`src/rtl/pc_sequencer.sv`:
```
// Program-counter sequencer: IDLE/FETCH/EXEC/HALT control with branch, call/return and halt.
// Optional return stack enabled by defining MAK8_CALL_STACK_EN; without it call acts as a branch.
module pc_sequencer #(
    parameter int AW          = 16,
    parameter int STACK_DEPTH = 4
) (
    input  logic          clk,
    input  logic          rst,
    output logic [AW-1:0] pc,
    output logic          imem_req,
    output logic [AW-1:0] imem_addr,
    input  logic          imem_ack,
    output logic          instr_valid,
    input  logic          stall,
    input  logic          exec_done,
    input  logic          br_taken,
    input  logic [AW-1:0] br_target,
    input  logic          call,
    input  logic          ret,
    input  logic          halt,
    output logic [1:0]    state,
    output logic          stack_err
);

    localparam logic [1:0] S_IDLE  = 2'd0;
    localparam logic [1:0] S_FETCH = 2'd1;
    localparam logic [1:0] S_EXEC  = 2'd2;
    localparam logic [1:0] S_HALT  = 2'd3;

    generate
        if (STACK_DEPTH < 2 || (STACK_DEPTH & (STACK_DEPTH - 1)) != 0) begin : g_bad_depth
            $error("STACK_DEPTH must be a power of 2 and at least 2");
        end
    endgenerate

    logic [AW-1:0] pc_inc;
    logic [AW-1:0] pc_next;
    logic          retire;

    assign pc_inc    = pc + AW'(1);
    assign imem_req  = (state == S_FETCH) && !stall;
    assign imem_addr = pc;
    assign retire    = (state == S_EXEC) && exec_done && !stall;

`ifdef MAK8_CALL_STACK_EN
    localparam int SPW = $clog2(STACK_DEPTH);

    logic [AW-1:0] stack_mem [STACK_DEPTH];
    logic [SPW:0]  sp;
    logic [SPW:0]  sp_m1;
    logic          stk_full;
    logic          stk_empty;
    logic          do_push;
    logic          do_pop;
    logic          err_set;
    logic          err_q;

    assign sp_m1     = sp - (SPW + 1)'(1);
    assign stk_full  = (sp == (SPW + 1)'(STACK_DEPTH));
    assign stk_empty = (sp == '0);
    assign stack_err = err_q;

    always_comb begin
        pc_next = pc_inc;
        do_push = 1'b0;
        do_pop  = 1'b0;
        err_set = 1'b0;
        if (halt) begin
            pc_next = pc;
        end else if (ret) begin
            // Underflow falls through to the sequential address.
            if (stk_empty) err_set = 1'b1;
            else begin
                do_pop  = 1'b1;
                pc_next = stack_mem[sp_m1[SPW-1:0]];
            end
        end else if (call) begin
            pc_next = br_target;
            if (stk_full) err_set = 1'b1;
            else          do_push = 1'b1;
        end else if (br_taken) begin
            pc_next = br_target;
        end
    end

    always_ff @(posedge clk) begin
        if (rst) begin
            sp    <= '0;
            err_q <= 1'b0;
        end else if (retire) begin
            if (do_push) sp <= sp + (SPW + 1)'(1);
            if (do_pop)  sp <= sp_m1;
            if (err_set) err_q <= 1'b1;
        end
    end

    // Storage is not reset; sp alone defines which entries are live.
    always_ff @(posedge clk) begin
        if (!rst && retire && do_push) stack_mem[sp[SPW-1:0]] <= pc_inc;
    end
`else
    assign stack_err = 1'b0;

    always_comb begin
        pc_next = pc_inc;
        if (halt)                      pc_next = pc;
        else if (ret)                  pc_next = pc_inc;
        else if (call || br_taken)     pc_next = br_target;
    end
`endif

    always_ff @(posedge clk) begin
        if (rst) begin
            state       <= S_IDLE;
            pc          <= '0;
            instr_valid <= 1'b0;
        end else begin
            instr_valid <= 1'b0;
            case (state)
                S_IDLE: state <= S_FETCH;
                S_FETCH: begin
                    if (!stall && imem_ack) begin
                        state       <= S_EXEC;
                        instr_valid <= 1'b1;
                    end
                end
                S_EXEC: begin
                    if (retire) begin
                        pc    <= pc_next;
                        state <= halt ? S_HALT : S_FETCH;
                    end
                end
                default: state <= S_HALT;
            endcase
        end
    end

endmodule

```
`config.mk`:
```
export PLATFORM = sky130hd
export DESIGN_NAME = pc_sequencer
export DESIGN_NICKNAME = d
export VERILOG_FILES = /design/src/rtl/pc_sequencer.sv
export SDC_FILE = /design/constraint.sdc
export NUM_CORES = 1
export LEC_CHECK = 0
export CORE_MARGIN = 5
export CORE_UTILIZATION = 30
export DETAILED_ROUTE_END_ITERATION = 7
export SLEW_MARGIN = 20
export SYNTH_ARGS = -nofsm -noshare
export SYNTH_HDL_FRONTEND = slang
export SYNTH_SLANG_ARGS = --single-unit
```
`constraint.sdc`:
```
create_clock -name clk -period 4.23 [get_ports clk]
set_clock_uncertainty 0.05 [all_clocks]
set_input_delay 0.846 -clock clk [delete_from_list [all_inputs] [get_ports clk]]
set_output_delay 0.846 -clock clk [all_outputs]
set_load 0.02 [all_outputs]
```
==> results.md, run 1 <==
- Worst Tran Pin Value: 523.7 ps
- Synth Cell Area: 1328 sq um
- WP data required: 3330 ps
- # diodes: 0
- Worst Setup EP: imem_req
- CTS Buf Count: 3
- CP startpoint kind: primary input
- Total of max-cap violations: 0
- Largest net degree at the start of global routing: 26
- # rows: 24
- DRC violations left: 0
- Clk buf depth: 2
- Hold Crit Depth: 1
- Setup TNS: 0 ps
- Layout cells sized above 1: 4.128%
- Max-slew headroom: 65.08%
- Core area: 4324 sq um
- Reg2Reg Setup Slack: 2070 ps
- Ys flop type: dfxtp_1
- CP startpoint: stall
- Reg2reg start: imem_addr[0]$_SDFFE_PP0P_
- Vias in the first global route: 1315
- Clk_lat worst skew: 260 ps
- Inst Count DP: 266
- GRT overflow: 0
- Slowest-stage cell, CP: clkdlybuf4s50_1
- Die Area: 5855 sq um
- Final core utilization: 43.49%
- Post-Synthesis Cells: 178
- GRT Total Usage: 12.77%
- Wire length per cell: 13.91 um
- Worst R2R Path Depth: 5
- Critical Path End Type: output pin
- Most frequent cells in the layout: clkdlybuf4s50_1 (60), dfxtp_1 (19), a21oi_1 (18)
- First-pass GRT wire length: 6430 um
- Total wire length: 3756 um
- FMAX: 334.2 MHz
- Register area share after synthesis: 28.65%
- EDFF count, synth: 0
- Yosys Warn Count: 0
- GPL Wtd Cong: 0.7982
- Root cell of the clock tree: clkbuf_8
- # setup viols final: 0
- Drt via density: 5.252
- Post-route total power: 0.3756 mW
- Status: complete, no violations
- Port bufs: 60
- CTS tree: done
- Worst VDD drop: 0.0001299 V
- Crit path buffers/inverters: 3
- Initial antenna violation count: 0
- Hold Fails Final Rpt: 0
- Count of pins over their slew limit: 0
- Yosys cell types: 39
- Worst-path cell chain: clkdlybuf4s50_1 > inv_1 > and3_1 > clkdlybuf4s50_1
- Fin crit share: 70.74%
- H-tree Lvls: 1
- Final ANT Viol Nets: 0
- Yosys reg bits: 19
- Clock sinks: 19
- Non-Filler Instances: 270
- Area growth, synth to finish: 41.66%
- Worst EP arrival: 2100 ps
- Net count, final: 245
- Leakage power: 0.5885 nW
- Min Tclk post-route: 2992 ps
- Chip Height: 76.52 um
- Io pins: 62
- DRT Pass-1 Iters: 5
- Initial DRC count: 89
- Reg2reg end: imem_addr[12]$_SDFFE_PP0P_
- Commonest non-fill, non-tap cell in the layout: clkdlybuf4s50_1
- Via Count: 1418
- P per Cell Area: 199.7 nW/um^2
- RSZ-0062 raised after global routing: false
- Area contributors post-synth: dfxtp_1 (29%), buf_4 (9.6%), a21oi_1 (6.8%)
- Synthesized Nets: 204
- Clock slew at the register clock pins of the worst setup and hold paths: 70 ps
- Crit path kind: in2out
- Synth top area share: 28.65%
- # Post-CTS Setup Buffers: 0
- Initial Util: 30.70%
- Worst hold path class: reg2reg
- Hold_buf cts: 0
- CP delay by family, top: buffers and inverters
- Avg Synthesized Cell Area: 7.458 sq um
- Leading area contributor after synthesis: dfxtp_1
- Detailed placement HPWL: 2785 um
- CP Max Fanout: 3
- Post-synth ARST share: 0%
- Slowest cell delay on critical path: 590 ps
- Die width: 76.52 um
- Post-CTS sizing: 0
- CP dominant cell by count: clkdlybuf4s50_1
- Crit. path cell count: 4
==> synthesized netlist by cell type, types with 2 or more instances <==
library cell  count
inv_1             9
clkbuf_1          7
o221ai_1          2
nand3b_1          3
or3_1             5
and2_1            2
a31oi_1           5
buf_6             2
nor4_1           12
nand2b_1          4
nor2_1            9
nand3_1          10
a21oi_1          18
o21bai_1          2
o21ai_0           8
dfxtp_1          19
buf_4            17
a211oi_1          3
nor3_1            3
a311oi_1          3
o32ai_1           2
nand4_1           6
nand2_1          11
==> worst min-delay path by stage <==
stage	end	from	slack, ps
floorplan	instr_valid$_SDFF_PP0_	state[0]$_SDFFE_PP0P_	530
global placement	instr_valid$_SDFF_PP0_	state[0]$_SDFFE_PP0P_	470
detailed placement	instr_valid$_SDFF_PP0_	state[0]$_SDFFE_PP0P_	470
CTS	instr_valid$_SDFF_PP0_	state[0]$_SDFFE_PP0P_	480
global route	instr_valid$_SDFF_PP0_	state[0]$_SDFFE_PP0P_	500
finish	instr_valid$_SDFF_PP0_	state[0]$_SDFFE_PP0P_	480
==> worst reg2reg max path: stages, from the launching register on <==
cell	delay (ps)
dfxtp_1	460
ha_1	260
nand4_1	240
or3_1	450
or4b_1	480
a31oi_1	160
==> power by group <==
part	switching (mW)	internal (mW)	total [mW]
Combinational	0.0286	0.0347	0.0633
Sequential	0.00273	0.181	0.184
Clock	0.0632	0.0655	0.129
Total	0.0945	0.281	0.376
==> layer usage <==
metal | global-route usage (%) | part of all wire (%) | vias to the layer above
li1 | - | - | 730
met1 | 17.14 | 47 | 646
met2 | 20.29 | 45 | 40
met3 | 4.019 | 7.7 | 2
met4 | 2.098 | 0.59 | 0
met5 | 0 | 0 | -
==> cell families after synthesis <==
group | Yosys count | share of synthesized area, %
buf+inv | 36 | 16.21
other cells | 1 | 0.2825
flops | 19 | 28.65
fa+ha+maj | 1 | 0.9424
mux | 1 | 0.7540
compound gates | 46 | 21.58
simple gates | 74 | 31.57
==> sequential cells by signal, indices dropped and copies added, names as in the netlist <==
signal / cells
imem_addr: 16
state: 2
instr_valid: 1
==> cell type report <==
class | count | area, sq um
fill | 463 | 2444
multi-input combinational | 123 | 732.0
timing repair buffer | 63 | 623.1
sequential | 19 | 380.4
tap | 52 | 65.06
clock buffer | 3 | 41.29
inverter | 9 | 33.78
clock inverter | 1 | 5.005
==> through the flow <==
step                hold slack, ps  instance area (sq um)  setup slack, ps
floorplan                    531.6                   1328             1773
global placement             473.1                   1834             1241
detailed placement           471.4                   1834             1230
CTS                          481.9                   1881             1229
global route                 498.5                   1881             1185
finish                       476.2                   1881             1238
Note: power is estimated with default switching activity, not from simulation.
==> run 2: changes to the inputs <==
- clock period: 4.23 -> 2.78 ns (I/O delays scaled with it)
==> run 2 against run 1 <==
Wire length grew 3.1%. Cell count grew 0.37%. Largest cell class unchanged. Global-route usage shrank 0.061 points. Total power grew 53%. Critical endpoint unchanged. Count of clock-buffer cells in the layout grew 1. Highest routed layer unchanged. Die area is the same. Critical path type unchanged.
==> results.md, run 2 (same netlist as run 1, synthesis figures left out) <==
- Die width: 76.52 um
- DRC violations left: 0
- GPL Wtd Cong: 0.7729
- # Post-CTS Setup Buffers: 0
- Status: complete, no violations
- CTS Buf Count: 3
- Setup TNS: 0 ps
- Post-route total power: 0.5741 mW
- Clk buf depth: 2
- Drt via density: 5.292
- Hold Fails Final Rpt: 0
- Non-Filler Instances: 271
- RSZ-0062 raised after global routing: false
- Final core utilization: 43.63%
- CP Max Fanout: 3
- Post-route setup slack: 354.5 ps
- Detailed placement HPWL: 2770 um
- Clk_lat worst skew: 260 ps
- Number of flip-flops in the largest register: 16
- Total of max-cap violations: 0
- Critical Path End Type: output pin
- Count of pins over their slew limit: 0
- Wire length per cell: 14.29 um
- Slowest-stage cell, CP: clkdlybuf4s50_1
- Die Area: 5855 sq um
- Chip Height: 76.52 um
- Initial antenna violation count: 0
- Clock sinks: 19
- CP startpoint kind: primary input
- GRT Total Usage: 12.71%
- Root cell of the clock tree: clkbuf_8
- Worst EP arrival: 1820 ps
- # setup viols final: 0
- CP delay by family, top: buffers and inverters
- Port bufs: 60
- Commonest non-fill, non-tap cell in the layout: clkdlybuf4s50_1
- Total wire length: 3872 um
- DRT Pass-1 Iters: 4
- Crit path kind: in2out
- Worst-path cell chain: clkdlybuf4s50_1 > inv_1 > and3_1 > clkdlybuf4s50_1
- CTS tree: done
- Hold_buf cts: 0
- Largest net degree at the start of global routing: 26
- Core area: 4324 sq um
- Slowest cell delay on critical path: 590 ps
- Max-slew headroom: 64.71%
- Post-CTS sizing: 0
- Crit path buffers/inverters: 3
- Fin crit share: 87.25%
- # rows: 24
- Clock slew at the register clock pins of the worst setup and hold paths: 70 ps
- Worst hold path class: reg2reg
- Initial Util: 30.70%
- Io pins: 62
- Area growth, synth to finish: 42.13%
- CP dominant cell by count: clkdlybuf4s50_1
- # diodes: 0
- P per Cell Area: 304.2 nW/um^2
- First-pass GRT wire length: 6389 um
- Dpl ws: 262.9 ps
- Final ANT Viol Nets: 0
- Filler instances: 479
- FMAX: 412.3 MHz
- Net count, final: 246
- GRT overflow: 0
- Worst Tran Pin Value: 529.3 ps
- Worst VDD drop: 0.0002350 V
- Initial DRC count: 118
- WP data required: 2170 ps
- Min Tclk post-route: 2425 ps
- H-tree Lvls: 1
- Via Count: 1434
- Most frequent cells in the layout: clkdlybuf4s50_1 (60), dfxtp_1 (19), a21oi_1 (18)
- Layout cells sized above 1: 4.110%
- Leakage power: 0.5900 nW
- Vias in the first global route: 1371
- Inst Count DP: 267
run 2: changes by cell type in the layout (fill, tap and decap cells not counted), sizes merged:
cell    previous run  this run
clkinv             1         0
buf                3         4
clkbuf             3         4
run 2: path summary, 6_finish.rpt:
kind | startpoint | endpoint | slack, ps | cells after the start
worst max-delay path | stall | imem_req | 350 | 4
worst min register to register | state[0]$_SDFFE_PP0P_ | instr_valid$_SDFF_PP0_ | 480 | 1
worst min-delay path | state[0]$_SDFFE_PP0P_ | instr_valid$_SDFF_PP0_ | 480 | 1
worst max register to register | imem_addr[0]$_SDFFE_PP0P_ | imem_addr[12]$_SDFFE_PP0P_ | 580 | 5
run 2: area by class of cell:
type                            count  area, sq um  share of cell area [%]
Multi-Input combinational cell    123        732.0                   38.79
Clock buffer                        4        45.04                   2.387
Timing Repair Buffer               64        630.6                   33.42
Tap cell                           52        65.06                   3.448
Sequential cell                    19        380.4                   20.16
Inverter                            9        33.78                   1.790
run 2: power by group:
part / leakage, nW / internal [mW] / switching (mW) / total (mW)
clock: 0.0228 / 0.102 / 0.0948 / 0.197
sequential: 0.154 / 0.275 / 0.00423 / 0.279
combinational: 0.414 / 0.0535 / 0.0443 / 0.0979
total: 0.590 / 0.431 / 0.143 / 0.574
run 2: per-layer routing:
metal / vias up / GRT usage [%] / part of all wire (%)
li1: 729 / - / -
met1: 653 / 17.09 / 47
met2: 48 / 19.95 / 45
met3: 4 / 4.137 / 8.1
met4: 0 / 2.273 / 0.83
met5: - / 0 / 0
run 2: metrics by stage:
step                      hold slack (ps)  cell area (sq um)
after CTS                           486.6               1887
after floorplan                     531.6               1328
after global routing                515.5               1887
after global placement              470.5               1842
final                               480.1               1887
after detailed placement            470.1               1842
==> run 3: changes to the inputs <==
- CORE_ASPECT_RATIO: unset -> 0.6
==> run 3 against run 2 <==
Register-to-register slack improved by 130 ps. Fmax up 0.34%. Design area increased by 1.8%. Worst setup slack better by 8.1 ps. Utilization up 2.2 points.
==> results.md, run 3 (same netlist as run 1, synthesis figures left out) <==
- Status: complete, no violations
- Critical Path End Type: output pin
- Clock sinks: 19
- Slowest cell delay on critical path: 600 ps
- Initial DRC count: 79
- Worst hold path class: reg2reg
- DRT Pass-1 Iters: 4
- Wire length per cell: 14.36 um
- H-tree Lvls: 1
- Worst Tran Pin Value: 673.4 ps
- Net count, final: 249
- Final ANT Viol Nets: 0
- Root cell of the clock tree: clkbuf_8
- First-pass GRT wire length: 6265 um
- Setup TNS: 0 ps
- FMAX: 413.7 MHz
- Clk_lat worst skew: 270 ps
- Core area: 4189 sq um
- Hold Fails Final Rpt: 0
- Combinational group share of total power: 17.3%
- Max-slew headroom: 55.01%
- DRC violations left: 0
- Crit path buffers/inverters: 3
- RSZ-0062 raised after global routing: false
- WP data required: 2170 ps
- CP dominant cell by count: clkdlybuf4s50_1
- # setup viols final: 0
- # diodes: 0
- Min Tclk post-route: 2417 ps
- # rows: 18
- Clk pwr share: 34.6%
- Initial Util: 31.69%
- Crit path kind: in2out
- Post-route total power: 0.5803 mW
- Vias in the first global route: 1323
- # Post-CTS Setup Buffers: 0
- Area growth, synth to finish: 44.67%
- Net Sw Frac: 25.93%
- Leakage power: 0.6070 nW
- Total of max-cap violations: 0
- Detailed placement HPWL: 2991 um
- Count of pins over their slew limit: 0
- CTS tree: done
- Slowest-stage cell, CP: clkdlybuf4s50_1
- Port bufs: 60
- Die width: 95.88 um
- Inst Count DP: 278
- Most frequent cells in the layout: clkdlybuf4s50_1 (60), dfxtp_1 (19), a21oi_1 (18)
- Worst VDD drop: 0.0001356 V
- Post-CTS sizing: 0
- Chip Height: 61.53 um
- Int Power: 0.4298 mW
- Fin crit share: 86.95%
- CP delay by family, top: buffers and inverters
- Drt via density: 5.213
- CTS Buf Count: 3
- Commonest non-fill, non-tap cell in the layout: clkdlybuf4s50_1
- Via Count: 1470
- Worst EP arrival: 1810 ps
- Hold_buf cts: 0
- GPL Wtd Cong: 0.7937
- GRT overflow: 0
- Initial antenna violation count: 0
- Worst-path cell chain: clkdlybuf4s50_1 > inv_1 > and3_1 > clkdlybuf4s50_1
- CP startpoint kind: primary input
- Post-route setup slack: 362.7 ps
- Largest net degree at the start of global routing: 26
- Io pins: 62
- Dpl ws: 281.1 ps
- Non-Filler Instances: 282
- Part of the power in registers: 48.2%
- Layout cells sized above 1: 5.856%
- GRT Total Usage: 13.70%
- CP Max Fanout: 3
- Die Area: 5899 sq um
- Switch Pwr: 0.1505 mW
- Number of flip-flops in the largest register: 16
- Clk buf depth: 2
- Total wire length: 4049 um
- Clock slew at the register clock pins of the worst setup and hold paths: 70 ps
- P per Cell Area: 302.2 nW/um^2
run 3: final timing paths:
check / end / depth (start not counted) / slack (ps) / start
min reg2reg: instr_valid$_SDFF_PP0_ / 1 / 480 / state[0]$_SDFFE_PP0P_
max: imem_req / 4 / 360 / stall
min: instr_valid$_SDFF_PP0_ / 1 / 480 / state[0]$_SDFFE_PP0P_
max reg2reg: imem_addr[12]$_SDFFE_PP0P_ / 5 / 710 / imem_addr[0]$_SDFFE_PP0P_
run 3: metrics by stage:
stage / hold WS, ps / cell area [sq um] / utilization [%]
finish: 476.1 / 1921 / 45.85
global route: 498.2 / 1921 / 45.85
detailed placement: 464.8 / 1874 / 44.74
global placement: 473.5 / 1874 / 44.74
floorplan: 531.6 / 1328 / -
CTS: 476.3 / 1921 / 45.85
run 3: power groups by stage:
stage | Clock [mW] | Sequential [mW] | Combinational [mW]
3_5_place_dp | 0 | 0.286 | 0.0999
2_1_floorplan | 0 | 0.289 | 0.0434
5_1_grt | 0.218 | 0.280 | 0.109
6_report | 0.201 | 0.279 | 0.100
4_1_cts | 0.207 | 0.279 | 0.101
3_3_place_gp | 0 | 0.286 | 0.100
run 3: cell type report:
cell class / instances / area [sq um]
fillers: 444 / 2268
multi-input cells: 123 / 732.0
repair buffers: 67 / 653.1
flip-flops and latches: 19 / 380.4
well taps: 60 / 75.07
clock buffers: 3 / 41.29
inverters: 9 / 33.78
clock inverters: 1 / 5.005
run 3: per-layer routing:
metal	track usage (%)	wire (um)
met1	19.90	2054
met3	5.617	404
met2	19.86	1591
met4	0.6073	0
met5	0	0
